--- config.mk ---
export PLATFORM = sky130hd
export DESIGN_NAME = mem_dma
export DESIGN_NICKNAME = d
export VERILOG_FILES = /design/src/rtl/mem_dma.sv
export SDC_FILE = /design/constraint.sdc
export NUM_CORES = 1
export LEC_CHECK = 0
export ABC_AREA = 1
export ABC_CLOCK_PERIOD_IN_PS = 10900
export CAP_MARGIN = 20
export CORE_ASPECT_RATIO = 0.7
export CORE_MARGIN = 3
export CORE_UTILIZATION = 45
export CTS_CLUSTER_DIAMETER = 50
export DETAILED_ROUTE_END_ITERATION = 10
export PLACE_DENSITY = 0.7
export SYNTH_ARGS = -nofsm -noshare
export SYNTH_HDL_FRONTEND = slang
export SYNTH_SLANG_ARGS = --single-unit
--- constraint.sdc ---
create_clock -name CLK -period 10.9 [get_ports CLK]
set_clock_uncertainty 0.1 [all_clocks]
set_input_delay 3.27 -clock CLK [delete_from_list [all_inputs] [get_ports CLK]]
set_output_delay 3.27 -clock CLK [all_outputs]
set_load 0.005 [all_outputs]
--- src/rtl/mem_dma.sv ---
// mem_dma: memory bus initiator for block COPY (src->dst) and FILL
// (constant->dst). Drives a single-port memory with combinational read
// and posedge write. Every output is decoded from registered state only.
module mem_dma #(
  parameter int AW = 8,
  parameter int DW = 8
) (
  input  logic          CLK,
  input  logic          RESET_N,
  input  logic          start,
  input  logic          mode,
  input  logic [AW-1:0] src_addr,
  input  logic [AW-1:0] dst_addr,
  input  logic [AW-1:0] length,
  input  logic [DW-1:0] fill_val,
  input  logic          abort,
  output logic          busy,
  output logic          done,
  output logic [AW-1:0] mem_addr,
  output logic [DW-1:0] mem_wdata,
  output logic          mem_we,
  input  logic [DW-1:0] mem_rdata
);

  typedef enum logic [1:0] {
    S_IDLE = 2'd0,
    S_RD   = 2'd1,
    S_WR   = 2'd2,
    S_DONE = 2'd3
  } state_e;

  localparam logic MODE_COPY = 1'b0;
  localparam logic MODE_FILL = 1'b1;

  state_e        state_q, state_d;
  logic          mode_q,  mode_d;
  logic          bwd_q,   bwd_d;   // COPY walks from the top byte down
  logic [AW-1:0] src_q,   src_d;
  logic [AW-1:0] dst_q,   dst_d;
  logic [DW-1:0] fill_q,  fill_d;
  logic [DW-1:0] hold_q,  hold_d;  // byte read in RD, written in WR
  logic [AW-1:0] idx_q,   idx_d;   // current offset from the base addresses
  logic [AW-1:0] cnt_q,   cnt_d;   // bytes remaining after the current one

  logic          start_bwd;

  // Next-state logic: sequencing, config latching, index stepping.
  always_comb begin
    // NOTE: every _d gets its hold value first so no path can infer a latch.
    state_d = state_q;
    mode_d  = mode_q;
    bwd_d   = bwd_q;
    src_d   = src_q;
    dst_d   = dst_q;
    fill_d  = fill_q;
    hold_d  = hold_q;
    idx_d   = idx_q;
    cnt_d   = cnt_q;

    // Backward walk only when a COPY destination sits above its source, so
    // an overlapping move never reads a byte it has already overwritten.
    start_bwd = (mode == MODE_COPY) && (dst_addr > src_addr);

    case (state_q)
      S_IDLE: begin
        if (start) begin
          mode_d = mode;
          bwd_d  = start_bwd;
          src_d  = src_addr;
          dst_d  = dst_addr;
          fill_d = fill_val;
          cnt_d  = length - AW'(1);
          idx_d  = start_bwd ? (length - AW'(1)) : '0;
          if (length == '0)            state_d = S_DONE;
          else if (mode == MODE_FILL)  state_d = S_WR;
          else                         state_d = S_RD;
        end
      end
      S_RD: begin
        hold_d  = mem_rdata;
        state_d = abort ? S_IDLE : S_WR;
      end
      S_WR: begin
        if (abort) begin
          state_d = S_IDLE;
        end else if (cnt_q == '0) begin
          state_d = S_DONE;
        end else begin
          cnt_d   = cnt_q - AW'(1);
          idx_d   = bwd_q ? (idx_q - AW'(1)) : (idx_q + AW'(1));
          state_d = (mode_q == MODE_FILL) ? S_WR : S_RD;
        end
      end
      S_DONE: begin
        state_d = S_IDLE;
      end
      default: state_d = S_IDLE;
    endcase
  end

  // State and datapath registers, cleared asynchronously.
  always_ff @(posedge CLK or negedge RESET_N) begin
    if (!RESET_N) begin
      // NOTE: sequential state uses non-blocking assignments so all flops
      // update together from pre-edge values.
      state_q <= S_IDLE;
      mode_q  <= 1'b0;
      bwd_q   <= 1'b0;
      src_q   <= '0;
      dst_q   <= '0;
      fill_q  <= '0;
      hold_q  <= '0;
      idx_q   <= '0;
      cnt_q   <= '0;
    end else begin
      state_q <= state_d;
      mode_q  <= mode_d;
      bwd_q   <= bwd_d;
      src_q   <= src_d;
      dst_q   <= dst_d;
      fill_q  <= fill_d;
      hold_q  <= hold_d;
      idx_q   <= idx_d;
      cnt_q   <= cnt_d;
    end
  end

  // Output decode from registered state; addresses wrap modulo 2**AW.
  always_comb begin
    busy      = (state_q != S_IDLE);
    done      = (state_q == S_DONE);
    mem_we    = (state_q == S_WR);
    mem_addr  = '0;
    mem_wdata = '0;
    case (state_q)
      S_RD: mem_addr = src_q + idx_q;
      S_WR: begin
        mem_addr  = dst_q + idx_q;
        mem_wdata = (mode_q == MODE_FILL) ? fill_q : hold_q;
      end
      default: ;
    endcase
  end

endmodule

==> metrics.csv, run 1 <==
metric;value;unit
post-route setup slack;3.726;ns
Final Power;1.193;mW
CTS buffer count;5;
Cell Count, Final, Fillers Out;687;
first-pass GRT wire length;15.06;mm
setup tns final;0;ns
Yosys top cell by area;dfrtp_1;
Yosys warnings;0;
drt first pass iters;4;
Routed WL;9.084;mm
Buf/Inv on CP;5;
post-detail-place hpwl;6.947;mm
GRT overflow;0;
PortBufs;63;
Die ar.;9304;um2
Worst R2R Path Depth;9;
register area share after synthesis;35.41;%
top post-synthesis cells by count;184 x nand2_1, 70 x inv_1, 52 x dfrtp_1;
Arrival @ worst endpoint;3.80;ns
mapped cell area;3675;um2
CTS tree;done;
outcome;finished clean;
Post-synth top flop;dfrtp_1;
# diodes;0;
Setup Viol. Count Final;0;
# hold bufs at CTS;0;
CP Launch Type;register;
post-cts repair resize count;0;
largest net degree at the start of global routing;53;
initial antenna violation count;0;
Hold Slack;0.3809;ns
worst r2r dst;cnt_q[6]$_DFFE_PN0P_;
Residual DRC;0;
die height;81.61;um
WS Path Type;register to output pin;
clock share of power;13.6;%
Ports;64;
share of layout cells above drive strength 1;3.735;%
design area;4542;um2
Place WS;4.114;ns
Psw;0.5478;mW
Crit. path cell count;14;
worst slew pin tran;0.6608;ns
part of the power in combinational logic;57.5;%
Synth area leaders;dfrtp_1 35%, nand2_1 19%, ha_1 9.5%, inv_1 7.2%, o21ai_0 5.7%;
antenna-violating nets left;0;
crit share post-route;65.82;%
Layout Utilization;59.66;%
P_leak;2.328;nW
Final GP Congestion;0.8723;
count leader, synth;nand2_1;
nets;663;
maximum buffer depth of the clock tree;2;
Max rail drop VDD;136.8;uV
Synth top area share;35.41;%
syn_nets;604;
H-tree depth;2;
crit path cell chain;inv_1 > ha_1 > buf_4 > inv_2 > nand2_1 > nand2_1 > ha_1 > inv_1 > fa_1 > or3_1 > nand3_1 > nor2_1 > nor2_1 > clkdlybuf4s50_1;
placed inst area;4364;um2
Worst path slowest cell;clkdlybuf4s50_1;
Overall Global Routing Usage;20.00;%
Post-synth ARST share;100.0;%
worst r2r src;state_q[0]$_DFFE_PN0N_;
maximum net fanout on the critical path;22;
clock latency on the worst-skew pair;0.30;ns
# rows;26;
die width;114.0;um
DRT iter0 DRCs;239;
CP max stage delay;0.50;ns
#FFs+latches synth;52;
Crit. Startpoint;state_q[0]$_DFFE_PN0N_;
Slew Viols, Final;0;
r2r setup slk;8.05;ns
CP required;7.53;ns
Via-to-Cell Ratio;5.086;
CP Capture Type;output pin;
fin crit period;7.174;ns
Post-CTS Setup Inserts;0;
critical path's top delay family;buffers and inverters;
EDFF count, synth;0;
capture point of the worst path;mem_addr[6];
Seq pwr share;28.8;%
Worst-path clk slew;0.08;ns
internal power;0.6453;mW
RSZ-0062 raised after global routing;no;
Via Count;3494;
dpl cells;678;
type of the worst min-delay path;register to register;
final hold vios;0;
Slew HR;55.94;%
WL per Instance;13.22;um
Syn-to-layout area delta;23.60;%
Max Fclk;0.1394;GHz
TritonCTS Sinks;52;
vias in the first global route;3154;
cells after synthesis;529;
syn_area_per_cell;6.947;um2
Max Cap Viol;0;
core footprint;7612;um2
pwr dens;262.7;nW/um2
starting density of the core;48.27;%
Root Driver;clkbuf_16;
Net Sw Frac;45.92;%
Synth cell types;38;
[sequential cells by signal (all words and copies together), names as in the netlist]
name,flops
mode_q,1
idx_q,8
src_q,8
cnt_q,8
bwd_q,1
state_q,2
dst_q,8
fill_q,8
hold_q,8
[area by class of cell]
class | instances | area, um2
fillers | 747 | 3070
multi-input cells | 389 | 2022
flip-flops and latches | 52 | 1301
repair buffers | 66 | 668.1
inverters | 74 | 277.8
clock buffers | 5 | 125.1
well taps | 98 | 122.6
clock inverters | 3 | 25.02
[logic make-up (layout without fill, tap and decap cells)]
logic type / Yosys count / count (layout) / synth area share, %
adder cells (fa/ha/maj): 30 / 30 / 10.62
AO/OA/AOI/OAI: 93 / 93 / 13.76
XOR/XNOR: 3 / 3 / 0.7151
flip-flops: 52 / 52 / 35.41
buffers and inverters: 88 / 148 / 9.567
AND/OR/NAND/NOR: 263 / 263 / 29.93
[layer usage]
layer	vias up	part of all wire [%]	global-route usage [%]
met1	1611	51	29.96
met2	70	44	30.43
met3	4	4.9	3.976
met5	-	0	0
met4	0	0.32	3.084
li1	1809	-	-
[worst min path at each step]
| stage | slack, ns | cells past startpoint | end | from |
|---|---|---|---|---|
| after CTS | 0.38 | 2 | fill_q[2]$_DFFE_PN0P_ | fill_q[2]$_DFFE_PN0P_ |
| after global routing | 0.40 | 2 | fill_q[0]$_DFFE_PN0P_ | fill_q[0]$_DFFE_PN0P_ |
| after floorplan | 0.34 | 2 | fill_q[0]$_DFFE_PN0P_ | fill_q[0]$_DFFE_PN0P_ |
| after detailed placement | 0.37 | 2 | fill_q[2]$_DFFE_PN0P_ | fill_q[2]$_DFFE_PN0P_ |
| after global placement | 0.36 | 2 | fill_q[7]$_DFFE_PN0P_ | fill_q[7]$_DFFE_PN0P_ |
| final | 0.38 | 2 | fill_q[0]$_DFFE_PN0P_ | fill_q[0]$_DFFE_PN0P_ |
[tightest hold or removal path, delay by kind of cell, from the launching register on]
family	cells	cell delay, ns
flops	1	0.34
simple gates	2	0.11
[power by group through the flow]
stage | sequential, mW | combinational, mW | clock (mW)
floorplan | 0.326 | 0.472 | 0
global placement | 0.342 | 0.659 | 0
detailed placement | 0.345 | 0.672 | 0
CTS | 0.343 | 0.676 | 0.166
global route | 0.354 | 0.785 | 0.176
finish | 0.344 | 0.686 | 0.163
[layout by cell type (no fill, tap or decap), drive strengths merged]
master           n
nor3             6
o211ai           1
a21boi           2
o21ai           46
o21bai           1
o31a             1
or3              1
clkbuf           5
nand4            5
nand3           29
nor3b            2
inv             75
o22ai            1
or2              3
o31ai            3
buf              4
dfrtp           52
ha              28
clkinv           1
nand3b           4
clkinvlp         1
xor2             1
a31oi            1
nand2          184
fa               2
clkdlybuf4s50   62
nor2            29
a21oi           35
xnor2            2
o21a             2
Power figures use the tool's default switching activity.
==> inputs of run 2 (changes only) <==
--- a/config.mk
+++ b/config.mk
@@ -6,14 +6,14 @@
 export NUM_CORES = 1
 export LEC_CHECK = 0
 export ABC_AREA = 1
-export ABC_CLOCK_PERIOD_IN_PS = 10900
+export ABC_CLOCK_PERIOD_IN_PS = 6100
 export CAP_MARGIN = 20
 export CORE_ASPECT_RATIO = 0.7
 export CORE_MARGIN = 3
 export CORE_UTILIZATION = 45
 export CTS_CLUSTER_DIAMETER = 50
 export DETAILED_ROUTE_END_ITERATION = 10
-export PLACE_DENSITY = 0.7
+export PLACE_DENSITY = 0.72
 export SYNTH_ARGS = -nofsm -noshare
 export SYNTH_HDL_FRONTEND = slang
 export SYNTH_SLANG_ARGS = --single-unit
==> constraint.sdc (replaced) <==
create_clock -name CLK -period 6.1 [get_ports CLK]
set_clock_uncertainty 0.1 [all_clocks]
set_input_delay 1.83 -clock CLK [delete_from_list [all_inputs] [get_ports CLK]]
set_output_delay 1.83 -clock CLK [all_outputs]
set_load 0.005 [all_outputs]
==> metrics.csv, run 2 (synthesis gave the netlist of run 1 again) <==
metric;value;unit;change
outcome;finished clean;;unchanged
CTS tree;done;;unchanged
first-pass GRT wire length;15.50;mm;was 15.06 mm
core footprint;7612;um2;unchanged
Net Sw Frac;44.98;%;was 45.92%
Max Cap Viol;0;;unchanged
# hold bufs at CTS;0;;unchanged
WL per Instance;13.39;um;was 13.22 um
TritonCTS Sinks;52;;unchanged
maximum net fanout on the critical path;22;;unchanged
Max Fclk;0.1821;GHz;
CP required;4.17;ns;was 7.53 ns
Seq pwr share;28.5;%;was 28.8%
Via-to-Cell Ratio;5.160;;was 5.086
Arrival @ worst endpoint;3.56;ns;was 3.80 ns
worst slew pin tran;0.6879;ns;was 0.6608 ns
Slew HR;54.14;%;was 55.94%
post-detail-place hpwl;6.925;mm;was 6.947 mm
PortBufs;63;;unchanged
maximum buffer depth of the clock tree;2;;unchanged
Post-CTS Setup Inserts;0;;unchanged
Slew Viols, Final;0;;unchanged
CP Capture Type;output pin;;unchanged
clock share of power;15.2;%;was 13.6%
share of layout cells above drive strength 1;3.565;%;was 3.735%
pwr dens;474.1;nW/um2;was 262.7 nW/um2
placed inst area;4372;um2;was 4364 um2
fin crit period;5.493;ns;
Routed WL;9.200;mm;was 9.084 mm
type of the worst min-delay path;register to register;;unchanged
Setup Viol. Count Final;0;;unchanged
WS Path Type;register to output pin;;unchanged
Psw;0.9681;mW;was 0.5478 mW
die width;114.0;um;unchanged
commonest non-fill, non-tap cell in the layout;nand2_1;;unchanged
Hold Slack;0.3807;ns;was 0.3809 ns
vias in the first global route;3313;;was 3,154
Residual DRC;0;;unchanged
crit share post-route;90.04;%;
final hold vios;0;;unchanged
setup tns final;0;ns;unchanged
Final GP Congestion;0.8934;;was 0.8723
P_leak;2.330;nW;was 2.328 nW
post-cts repair resize count;0;;unchanged
largest net degree at the start of global routing;53;;unchanged
# diodes;0;;unchanged
die height;81.61;um;unchanged
drt first pass iters;5;;was 4
part of the power in combinational logic;56.3;%;was 57.5%
Max rail drop VDD;280.1;uV;was 136.8 uV
design area;4539;um2;was 4542 um2
Syn-to-layout area delta;23.53;%;was 23.60%
CTS buffer count;5;;unchanged
H-tree depth;2;;unchanged
# rows;26;;unchanged
antenna-violating nets left;0;;unchanged
initial antenna violation count;0;;unchanged
Die ar.;9304;um2;unchanged
Root Driver;clkbuf_16;;unchanged
Via Count;3545;;was 3,494
most frequent cells in the layout;184 x nand2_1, 70 x inv_1, 62 x clkdlybuf4s50_1;;unchanged
CP Launch Type;register;;unchanged
GRT overflow;0;;unchanged
starting density of the core;48.27;%;unchanged
DRT iter0 DRCs;228;;was 239
RSZ-0062 raised after global routing;no;;unchanged
clock latency on the worst-skew pair;0.29;ns;was 0.30 ns
Final Power;2.152;mW;was 1.193 mW
nets;663;;unchanged
internal power;1.184;mW;was 0.6453 mW
Ports;64;;unchanged
Overall Global Routing Usage;20.64;%;was 20.00%
Worst-path clk slew;0.07;ns;was 0.08 ns
-- run 2: path summary, 6_finish.rpt --
kind / from / to / slack [ns] / cells after the start
hold / removal: dst_q[7]$_DFFE_PN0P_ / dst_q[7]$_DFFE_PN0P_ / 0.38 / 2
setup reg to reg: state_q[0]$_DFFE_PN0N_ / cnt_q[6]$_DFFE_PN0P_ / 3.43 / 8
hold reg to reg: dst_q[7]$_DFFE_PN0P_ / dst_q[7]$_DFFE_PN0P_ / 0.38 / 2
min in group asynchronous: RESET_N / idx_q[5]$_DFFE_PN0P_ / 1.54 / 2
max in group asynchronous: RESET_N / fill_q[5]$_DFFE_PN0P_ / 3.89 / 2
setup / recovery: state_q[0]$_DFFE_PN0N_ / mem_addr[6] / 0.61 / 13
-- run 2: layer usage --
metal	vias up	share of wire (%)	global-route usage, %
met4	0	0.48	2.491
met2	117	43	33.53
met5	-	0	0
li1	1808	-	-
met1	1612	50	29.63
met3	8	6.1	3.976
-- run 2: metrics by stage --
step | util [%] | setup WS (ns) | std cells
finish | 59.63 | 0.6073 | 687
global route | 59.63 | 0.2894 | 687
CTS | 59.63 | 0.6067 | 687
detailed placement | 57.43 | 0.9522 | 679
global placement | 57.43 | 1.025 | 679
floorplan | - | 1.655 | 529
-- run 2: power groups by stage --
stage | Clock, mW | Sequential [mW] | Combinational, mW
after floorplan | 0 | 0.583 | 0.843
after global placement | 0 | 0.613 | 1.17
after detailed placement | 0 | 0.615 | 1.21
after CTS | 0.332 | 0.612 | 1.21
after global routing | 0.350 | 0.632 | 1.40
final | 0.327 | 0.613 | 1.21
-- run 2: critical path: stages, from the launching register on --
cell and delay [ns]:
dfrtp_1 0.38, inv_1 0.09, ha_1 0.45, inv_2 0.41
nand2_1 0.09, nand2_1 0.08, ha_1 0.15, inv_1 0.05
fa_1 0.42, or3_1 0.39, nand3_1 0.11, nor2_1 0.05
nor2_1 0.10, clkdlybuf4s50_1 0.50
-- run 2: cell type report --
class / instances / area (um2)
clock inverters: 2 / 38.79
multi-input cells: 389 / 2022
repair buffers: 66 / 648.1
clock buffers: 6 / 128.9
fillers: 724 / 3073
inverters: 74 / 277.8
flip-flops and latches: 52 / 1301
well taps: 98 / 122.6
